$ cat config.mk
export PLATFORM = sky130hd
export DESIGN_NAME = bcd_serial_add_ctrl
export DESIGN_NICKNAME = d
export VERILOG_FILES = /design/src/rtl/bcd_defs.sv /design/src/rtl/bcd_digit_add.sv /design/src/rtl/bcd_serial_add_ctrl.sv
export SDC_FILE = /design/constraint.sdc
export NUM_CORES = 1
export LEC_CHECK = 0
export CAP_MARGIN = 10
export CORE_ASPECT_RATIO = 0.8
export CORE_UTILIZATION = 36
export CTS_BUF_LIST = sky130_fd_sc_hd__clkbuf_4 sky130_fd_sc_hd__clkbuf_8 sky130_fd_sc_hd__clkbuf_16
export DETAILED_ROUTE_END_ITERATION = 12
export RECOVER_POWER = 25
export SYNTH_ARGS = -nofsm -noshare
export SYNTH_HDL_FRONTEND = slang
export SYNTH_SLANG_ARGS = --single-unit
$ cat constraint.sdc
create_clock -name clk -period 3.1 [get_ports clk]
set_clock_uncertainty 0.2 [all_clocks]
set_input_delay 0.465 -clock clk [delete_from_list [all_inputs] [get_ports clk]]
set_output_delay 0.465 -clock clk [all_outputs]
set_load 0.05 [all_outputs]
$ cat src/rtl/bcd_defs.sv
// Shared definitions for the serial packed-BCD adder: FSM encodings and BCD constants.
package bcd_defs;

  typedef enum logic [1:0] {
    ST_IDLE = 2'd0,
    ST_RUN  = 2'd1,
    ST_DONE = 2'd2
  } state_t;

  localparam logic [3:0] BCD_MAX  = 4'd9;
  localparam logic [3:0] BCD_CORR = 4'd6;

endpackage

$ cat src/rtl/bcd_digit_add.sv
// Single-digit BCD adder. Invalid digits take the same +6 rule as valid ones; no saturation.
module bcd_digit_add
  import bcd_defs::*;
(
  input  logic [3:0] a,
  input  logic [3:0] b,
  input  logic       ci,
  output logic [3:0] s,
  output logic       co
);

  logic [4:0] bin;
  logic [4:0] adj;

  always_comb begin
    bin = 5'(a) + 5'(b) + 5'(ci);
    adj = bin + 5'(BCD_CORR);
    s   = bin[3:0];
    co  = 1'b0;
    if (bin > 5'(BCD_MAX)) begin
      s  = adj[3:0];
      co = 1'b1;
    end
  end

endmodule

$ cat src/rtl/bcd_serial_add_ctrl.sv
// Multi-digit packed-BCD adder: one digit per clock, LSD first, through a shared digit adder.
module bcd_serial_add_ctrl
  import bcd_defs::*;
#(
  parameter int unsigned DIGITS = 4
) (
  input  logic                clk,
  input  logic                rst,
  input  logic                start,
  input  logic [4*DIGITS-1:0] a,
  input  logic [4*DIGITS-1:0] b,
  input  logic                ci,
  output logic                busy,
  output logic                done,
  output logic [4*DIGITS-1:0] sum,
  output logic                co,
  output logic                err
);

  localparam int unsigned W  = 4 * DIGITS;
  localparam int unsigned IW = $clog2(DIGITS);

  state_t          state;
  logic [W-1:0]    opa;
  logic [W-1:0]    opb;
  logic            carry;
  logic [IW-1:0]   idx;
  logic [3:0]      dsum;
  logic            dco;

  // Operands shift right each RUN cycle, so the active digit is always at [3:0].
  bcd_digit_add u_digit (
    .a  (opa[3:0]),
    .b  (opb[3:0]),
    .ci (carry),
    .s  (dsum),
    .co (dco)
  );

  always_ff @(posedge clk) begin
    if (rst) begin
      state <= ST_IDLE;
      opa   <= '0;
      opb   <= '0;
      carry <= 1'b0;
      idx   <= '0;
      busy  <= 1'b0;
      done  <= 1'b0;
      sum   <= '0;
      co    <= 1'b0;
      err   <= 1'b0;
    end else begin
      done <= 1'b0;
      case (state)
        ST_IDLE: begin
          if (start) begin
            opa   <= a;
            opb   <= b;
            carry <= ci;
            idx   <= '0;
            sum   <= '0;
            err   <= 1'b0;
            busy  <= 1'b1;
            state <= ST_RUN;
          end
        end
        ST_RUN: begin
          sum[{idx, 2'b00} +: 4] <= dsum;
          carry <= dco;
          err   <= err | (opa[3:0] > BCD_MAX) | (opb[3:0] > BCD_MAX);
          opa   <= opa >> 4;
          opb   <= opb >> 4;
          idx   <= idx + IW'(1);
          if (idx == IW'(DIGITS - 1)) begin
            co    <= dco;
            busy  <= 1'b0;
            done  <= 1'b1;
            state <= ST_DONE;
          end
        end
        ST_DONE: state <= ST_IDLE;
        default: state <= ST_IDLE;
      endcase
    end
  end

endmodule

# After elaboration in Yosys (flattened, before gate mapping)
# Index checks and enable logic that the tools add are counted.
[totals]
latch_bits = 0
ff_bits = 57
ram_bits = 0
romBits = 0
input_bits = 36
out_inout_bits = 20
mem_count = 0
[classes]
shift = 2
n_bitwise = 3
addsub = 5
reduce_logical = 7
mul = 0
div = 0
eq_ne = 4
magnitude_cmp = 3
n_mux = 22
[op_table]
columns = ["operator", "n"]
rows = [
  ["$pmux W16 S2", 3],
  ["$mux W16", 3],
  ["$bwmux W16", 1],
  ["$shift A4 B6 Y16 const A", 1],
  ["$shiftx A4 B6 Y16", 1],
  ["$gt A4 B4 Y1 const B", 2],
  ["$pmux W2 S2", 2],
  ["$mux W1", 6],
  ["$mux W2", 3],
  ["$neg A4 Y6", 1],
  ["$pmux W1 S2", 3],
  ["$reduce_and A2 Y1", 3],
  ["$add A4 B4 Y5", 1],
  ["$add A5 B1 Y5", 1],
  ["$gt A5 B4 Y1 const B", 1],
  ["$add A4 B3 Y4 const B", 1],
  ["$mux W4", 1],
  ["$ne A2 B2 Y1 const B", 2],
  ["$reduce_and A3 Y1", 1],
  ["$add A2 B1 Y2 const B", 1],
  ["$eq A2 B1 Y1 const B", 1],
  ["$eq A2 B2 Y1 const B", 1],
  ["$logic_not A2 Y1", 1],
  ["$or A1 B1 Y1", 2],
  ["other kinds (3)", 3],
]

# Longest topological paths before layout
# Gate-level depths: netlist of the first run.
[depth]
word_depth = 7
ltp_mapped = 10

# Hierarchy
# Synthesis of the first run repeated with hierarchy kept, for this count alone.
[hier_totals]
hier_cells = 305
area_unflattened_um2 = 2775.2
[modules_own_cells]
columns = ["module", "seq_area_each_um2", "cells_per_inst", "n_inst", "area_per_inst_um2"]
rows = [
  ["bcd_serial_add_ctrl", 1141.1, 283, 1, 2563.7],
  ["bcd_digit_add", 0.0, 22, 1, 211.5],
]

# Worst setup path before layout of the first run
# No wires, ideal clock.
[synth_timing]
kind = "flip-flop to flip-flop"
startpoint = "register opa[0]"
endpoint = "register sum[6]"
arrival_ns = 2.850
setup_slack_ns = -0.037
setup_time_ns = 0.087
t_required_ns = 2.813
stages_incl_launch_ff = 11
path_buffers = 1
period_less_slack_ns = 3.137
path_cell_list = "dfxtp_1 fa_1 fa_1 buf_4 inv_1 ha_1 and2b_2 a31o_4 o31ai_4 mux2_4 o31ai_1"
[synth_between]
elab_chain_cells = 7
elab_cells_between_ends = 8
cone_classes = "3 x add/sub; 1 x order compare; 1 x shift; 3 x mux"
[synth_rtl]
columns = ["element", "line", "text"]
rows = [
  ["start, declared", "bcd_serial_add_ctrl.sv:24", "logic [W-1:0] opa;"],
  ["start signal, assigned", "bcd_serial_add_ctrl.sv:71", "opa <= opa >> 4;"],
  ["$add A4 B4 Y5 *", "bcd_digit_add.sv:16", "bin = 5'(a) + 5'(b) + 5'(ci);"],
  ["$add A5 B1 Y5 *", "bcd_digit_add.sv:16", ""],
  ["$add A4 B3 Y4 / $gt A5 B4 Y1 (equally long branches)", "bcd_digit_add.sv:17, bcd_digit_add.sv:20", ""],
  ["$mux W4 *", "bcd_digit_add.sv:20", "if (bin > 5'(BCD_MAX)) begin"],
  ["$shiftx A4 B6 Y16 *", "bcd_serial_add_ctrl.sv:68", "sum[{idx, 2'b00} +: 4] <= dsum;"],
  ["$bwmux W16 *", "bcd_serial_add_ctrl.sv:68", ""],
  ["$pmux W16 S2 *", "bcd_serial_add_ctrl.sv:54", "case (state)"],
  ["end signal, assigned by index", "bcd_serial_add_ctrl.sv:68", ""],
  ["end, declared", "bcd_serial_add_ctrl.sv:15", "output logic [4*DIGITS-1:0] sum,"],
]
# Every way passes the cells marked *; elsewhere a longest branch is shown, timed or not.
# A chain may end at the register's enable or synchronous reset.

# Worst setup path after layout of the first run
[layout_timing]
startpoint = "register carry"
endpoint = "register sum[10]"
[layout_between]
elab_chain_cells = 6
elab_cells_between_ends = 7
cone_classes = "2 x add/sub; 1 x order compare; 1 x shift; 3 x mux"
[layout_rtl]
columns = ["element", "line", "text"]
rows = [
  ["start, declared", "bcd_serial_add_ctrl.sv:26", "logic carry;"],
  ["start signal, assigned", "bcd_serial_add_ctrl.sv:59", "carry <= ci;"],
  ["start signal, assigned", "bcd_serial_add_ctrl.sv:69", "carry <= dco;"],
  ["$add A5 B1 Y5 *", "bcd_digit_add.sv:16", ""],
  ["$add A4 B3 Y4 / $gt A5 B4 Y1 (equally long branches)", "bcd_digit_add.sv:17, bcd_digit_add.sv:20", ""],
  ["$mux W4 *", "bcd_digit_add.sv:20", ""],
  ["$shiftx A4 B6 Y16 *", "bcd_serial_add_ctrl.sv:68", ""],
  ["$bwmux W16 *", "bcd_serial_add_ctrl.sv:68", ""],
  ["$pmux W16 S2 *", "bcd_serial_add_ctrl.sv:54", ""],
]
# Marks and branches as above.

==> results.json, run 1 <==
{
  "status": "finished clean",
  "fillers": 718,
  "antenna_found_initial": 0,
  "p_seq_share_pct": 40.6,
  "crit_path_start_kind": "flip-flop",
  "finalSetupTns_ps": 0,
  "nets": 424,
  "setup_viol": 0,
  "dr_total_vias": 2486,
  "netlist_area_um2": 2720,
  "synth_top_area_cell": "dfxtp_1",
  "slowest_delay_ps": 560,
  "firstDrtPassIters": 4,
  "ys.flop_type": "dfxtp_1",
  "synthTopCellsByArea": "dfxtp_1 (42%), nand2_1 (8.2%), a311oi_1 (7.7%)",
  "drtAntennaViolNets": 0,
  "htreeDepth": 3,
  "root_buffer": "clkbuf_8",
  "worstMarginPinSlew_ps": 1230,
  "whs_ps": 250,
  "async_flop_share_pct": 0,
  "synth.ff_latch_count": 57,
  "cts_buffer_depth": 2,
  "p_sw_mw": 0.583,
  "post-synth-top-count-cell": "nand2_1",
  "cp.required_ps": 3160,
  "post-route-period-util_pct": 98.8,
  "ctsHoldBuffers": 0,
  "io_pins": 56,
  "grt_pass1_vias": 2233,
  "dieArea_um2": 7900,
  "end_kind": "flip-flop",
  "peakVddDrop_v": 0.000235,
  "cts_sinks": 57,
  "viasPerCell": 5.29,
  "crit_fanout": 4,
  "drt_iter0_markers": 152,
  "n_antenna_cell": 0,
  "dpl_cell_area_um2": 3340,
  "wl_per_cell_um": 14.3,
  "rows": 27,
  "fmax_ghz": 0.327,
  "cp_slowest_cell": "fa_2",
  "power-per-cell-area_nw_per_um2": 556,
  "timing_max_transition_violations_final": 0,
  "finalCoreUtilization_pct": 50.6,
  "drive_gt1_share_pct": 13.8,
  "clock_latency_ps": 330,
  "grt_max_degree": 39,
  "initial_utilization_pct": 38.3,
  "synthTopCellsByCount": "nand2_1 (59), dfxtp_1 (57), nor2_1 (47), a311oi_1 (24), clkbuf_1 (17)",
  "areaGrowthSynthToFinish_pct": 32.2,
  "critPathArrivalTime_ps": 3120,
  "fp.dieH_um": 79.7,
  "ys_types": 46,
  "crit_type": "flip-flop to flip-flop",
  "slew-limit-headroom_pct": 17.7,
  "yosys_warnings": 0,
  "syn_avg_cell_area_um2": 8.44,
  "sw_frac_of_total_pct": 29.2,
  "synth_edf_count": 0,
  "p_clk_share_pct": 34.9,
  "die_x_um": 99.1,
  "wirelength_mm": 6.73,
  "portBuffers": 55,
  "comb_power_share_pct": 24.5,
  "path_buf_inv": 1,
  "grt_pass1_wl_mm": 10.8,
  "drcViolationCount": 0,
  "intPower_mw": 1.42,
  "max_cap_viol_count": 0,
  "synth.yosys.seq_area_share_pct": 42.0,
  "syn_nets": 368,
  "cts_buffers": 9,
  "synth_top_area_share_pct": 42.0,
  "cp_top_family": "adder cells",
  "dp.final_hpwl_mm": 4.68,
  "cts_tree": "built",
  "crit_chain": "fa_2, fa_2, inv_2, ha_2, and2b_2, a31o_4, o31ai_4, mux2_4, o31ai_4",
  "cellLeakagePower_nw": 1.37,
  "grt_overflow": 0,
  "core_region_area_um2": 7090,
  "fin_area_um2": 3590,
  "synthesis.instances": 322,
  "fin_crit_ps": 3060,
  "hp-class": "flip-flop to flip-flop",
  "gp_congestion": 0.776,
  "finalHoldViolCount": 0,
  "path_clk_slew_ps": 60,
  "grtUsageTotal_pct": 17.7
}
cell usage in the layout, fill, tap and decap left out, types with 7 or more instances in the layout:
cell type,instances
nand2_1,59
dfxtp_1,55
clkdlybuf4s50_1,53
nor2_1,47
a311oi_1,24
buf_4,14
a21oi_1,12
a22oi_1,12
nor3_1,11
clkbuf_8,10
ha_1,7
flip-flops by register name, indices dropped and copies added, names as in the netlist:
signal / cells
carry: 1
opb: 16
state: 2
busy: 1
co: 1
idx: 2
opa: 16
sum: 16
done: 1
err: 1
area by class of cell:
cell class | count | area (um2) | area share, %
clock buffer | 13 | 160 | 4.46
clock inverter | 3 | 40.0 | 1.11
inverter | 4 | 15.0 | 0.418
multi-input combinational | 235 | 1470 | 40.8
sequential | 57 | 1140 | 31.8
tap | 87 | 109 | 3.03
timing repair buffer | 71 | 658 | 18.3
cell families after synthesis:
kind of cell / Yosys count / share of synthesized area (%)
compound gates: 78 / 22.7
simple gates: 144 / 23.5
mux: 2 / 0.921
fa+ha+maj: 10 / 5.16
buf+inv: 30 / 5.16
flops: 57 / 42.0
xor+xnor: 1 / 0.599
metrics by stage:
step                      instances  power (mW)  worst slack (ps)
after CTS                       466        1.99              51.3
after detailed placement        450        1.28             -55.1
after global routing            470        2.11             -37.8
final                           470        2.00              38.0
after floorplan                 322        1.13              30.9
after global placement          450        1.27              52.7
routing by layer:
layer / track usage [%] / up-vias / routed length [um]
met5: 0 / - / 0
met4: 6.18 / 0 / 93
met3: 5.69 / 11 / 373
met2: 27.6 / 62 / 2930
met1: 23.0 / 1141 / 3330
li1: - / 1272 / -
path summary, 6_finish.rpt:
| path | end | cells after the start | from | slack, ps |
|---|---|---|---|---|
| max reg2reg | sum[10]$_SDFFE_PP0P_ | 9 | carry$_SDFFE_PP0P_ | 40 |
| min reg2reg | sum[15]$_SDFFE_PP0P_ | 2 | sum[15]$_SDFFE_PP0P_ | 250 |
| min | sum[15]$_SDFFE_PP0P_ | 2 | sum[15]$_SDFFE_PP0P_ | 250 |
| max | sum[10]$_SDFFE_PP0P_ | 9 | carry$_SDFFE_PP0P_ | 40 |
worst reg2reg max path, delay by kind of cell, from the launching register on:
kind | cells | cell delay [ps]
mux | 1 | 370
fa+ha+maj | 3 | 1140
compound gates | 3 | 700
simple gates | 1 | 190
flops | 1 | 330
buf+inv | 1 | 50
what timing repair did:
item,in CTS,in global routing
pin swaps,0,6
buffers inserted,0,4
endpoints found under the setup margin,4,4
gates resized for setup,3,7
power groups by stage:
stage | Clock (mW) | Sequential, mW | Combinational [mW]
3_5_place_dp | 0 | 0.826 | 0.456
3_3_place_gp | 0 | 0.825 | 0.450
4_1_cts | 0.712 | 0.810 | 0.463
5_1_grt | 0.754 | 0.817 | 0.535
6_report | 0.698 | 0.811 | 0.490
2_1_floorplan | 0 | 0.840 | 0.292
Power figures use the tool's default switching activity.
==> run 2, diff against run 1 <==
- CTS_BUF_LIST: sky130_fd_sc_hd__clkbuf_4 sky130_fd_sc_hd__clkbuf_8 sky130_fd_sc_hd__clkbuf_16 -> sky130_fd_sc_hd__clkbuf_4
==> results.json, run 2 (synthesis gave the netlist of run 1 again) <==
{
  "drt_iter0_markers": 143,
  "crit_type": "flip-flop to flip-flop",
  "final-seq-area_um2": 1140,
  "drive_gt1_share_pct": 13.6,
  "drcViolationCount": 0,
  "areaGrowthSynthToFinish_pct": 29.8,
  "biggestRegsByFlops": "opa: 16 flops, opb: 16 flops, sum: 16 flops",
  "finalHoldViolCount": 0,
  "gp_congestion": 0.776,
  "nets": 424,
  "dp_slack_ps": -55.1,
  "rows": 27,
  "comb_power_share_pct": 26.8,
  "intPower_mw": 1.27,
  "antenna_found_initial": 0,
  "crit_fanout": 4,
  "htreeDepth": 3,
  "setup_viol": 0,
  "p_seq_share_pct": 44.3,
  "fillers": 726,
  "io_pins": 56,
  "critPathArrivalTime_ps": 3170,
  "wl_met1_mm": 3.30,
  "status": "finished clean",
  "peakVddDrop_v": 0.000218,
  "core_region_area_um2": 7090,
  "dp.cells": 450,
  "die_x_um": 99.1,
  "grt_pass1_vias": 2225,
  "drtAntennaViolNets": 0,
  "dr_total_vias": 2511,
  "cts_buffers": 9,
  "p_total_mw": 1.83,
  "clock_latency_ps": 400,
  "setup_slack_ps": 52.9,
  "portBuffers": 55,
  "finalCoreUtilization_pct": 49.7,
  "final_common_cell": "nand2_1",
  "power-per-cell-area_nw_per_um2": 519,
  "grt_max_degree": 39,
  "hp-class": "flip-flop to flip-flop",
  "cp.required_ps": 3220,
  "n_antenna_cell": 0,
  "firstDrtPassIters": 4,
  "max_cap_viol_count": 0,
  "grt_overflow": 0,
  "fin_crit_ps": 3050,
  "worstMarginPinSlew_ps": 1240,
  "dieArea_um2": 7900,
  "path_clk_slew_ps": 90,
  "sw_frac_of_total_pct": 30.8,
  "slew-limit-headroom_pct": 17.3,
  "fp.dieH_um": 79.7,
  "wirelength_mm": 6.74,
  "layout_common_cells": "nand2_1 (59), dfxtp_1 (55), clkdlybuf4s50_1 (53)",
  "wl_per_cell_um": 14.3,
  "multi_input_area_um2": 1470,
  "cts_buffer_depth": 2,
  "top_layer": "met4",
  "grtUsageTotal_pct": 17.8,
  "p_sw_mw": 0.563,
  "cts_tree": "built",
  "cts_sinks": 57,
  "grt_pass1_wl_mm": 10.8,
  "timing_max_transition_violations_final": 0,
  "cellLeakagePower_nw": 1.34,
  "post-route-period-util_pct": 98.3,
  "end_kind": "flip-flop",
  "finalNonFillerCells": 470,
  "finalSetupTns_ps": 0,
  "viasPerCell": 5.34,
  "crit_path_start_kind": "flip-flop",
  "root_buffer": "clkbuf_4",
  "initial_utilization_pct": 38.3,
  "fmax_ghz": 0.328,
  "wl_met2_mm": 2.93,
  "wl_met3_um": 425,
  "p_clk_share_pct": 28.9,
  "dp.final_hpwl_mm": 4.68
}
## run 2: cell types whose count changed in the layout (fill, tap and decap cells not counted), sizes merged
cell,previous run,this run
clkinv,2,3
clkbuf,15,14
## run 2: final timing paths
path / slack [ps] / cells past startpoint / from / end
worst max-delay path: 50 / 9 / carry$_SDFFE_PP0P_ / sum[6]$_SDFFE_PP0P_
worst min-delay path: 260 / 2 / sum[15]$_SDFFE_PP0P_ / sum[15]$_SDFFE_PP0P_
worst max register to register: 50 / 9 / carry$_SDFFE_PP0P_ / sum[6]$_SDFFE_PP0P_
worst min register to register: 260 / 2 / sum[15]$_SDFFE_PP0P_ / sum[15]$_SDFFE_PP0P_
## run 2: cell type report
cell class,instances,area share [%]
Multi-Input combinational cell,235,41.6
Sequential cell,57,32.4
Timing Repair Buffer,71,18.7
Tap cell,87,3.09
Clock buffer,12,2.56
Clock inverter,4,1.24
Inverter,4,0.426
## run 2: worst max-delay path, stage by stage, from the launching register on
cell and delay (ps):
dfxtp_2 340, fa_2 400, fa_2 550, inv_2 50, ha_2 170, and2b_2 190, a31o_4 220, o31ai_4 270
mux2_4 370, o31ai_2 210
## run 2: repair_timing
action	in CTS	in global routing
resized for setup	3	7
endpoints found under the setup margin	4	4
setup buffers	0	4
hold buffers	0	0
pin swaps	0	4
gates cloned	0	0
## run 2: per-stage QoR
stage / cell area, um2 / hold slack [ps]
final: 3530 / 259
after global routing: 3530 / 293
after CTS: 3480 / 263
after detailed placement: 3340 / 243
after global placement: 3340 / 239
after floorplan: 2720 / 255
## run 2: routing by layer
metal | GRT usage (%) | vias to the layer above
met5 | 0 | -
met4 | 5.29 | 0
met3 | 6.74 | 8
met2 | 27.6 | 71
met1 | 23.0 | 1157
li1 | - | 1275
## run 2: power groups by stage
stage	clock [mW]	sequential, mW	combinational [mW]
2_1_floorplan	0	0.840	0.292
3_3_place_gp	0	0.825	0.450
3_5_place_dp	0	0.826	0.456
4_1_cts	0.547	0.809	0.463
5_1_grt	0.588	0.817	0.534
6_report	0.529	0.810	0.490
==> run 3, diff against run 2 <==
- CTS_CLUSTER_SIZE: not set -> 14
==> results of run 3 <==
Final layout, timing and power as in run 2 (identical DEF).
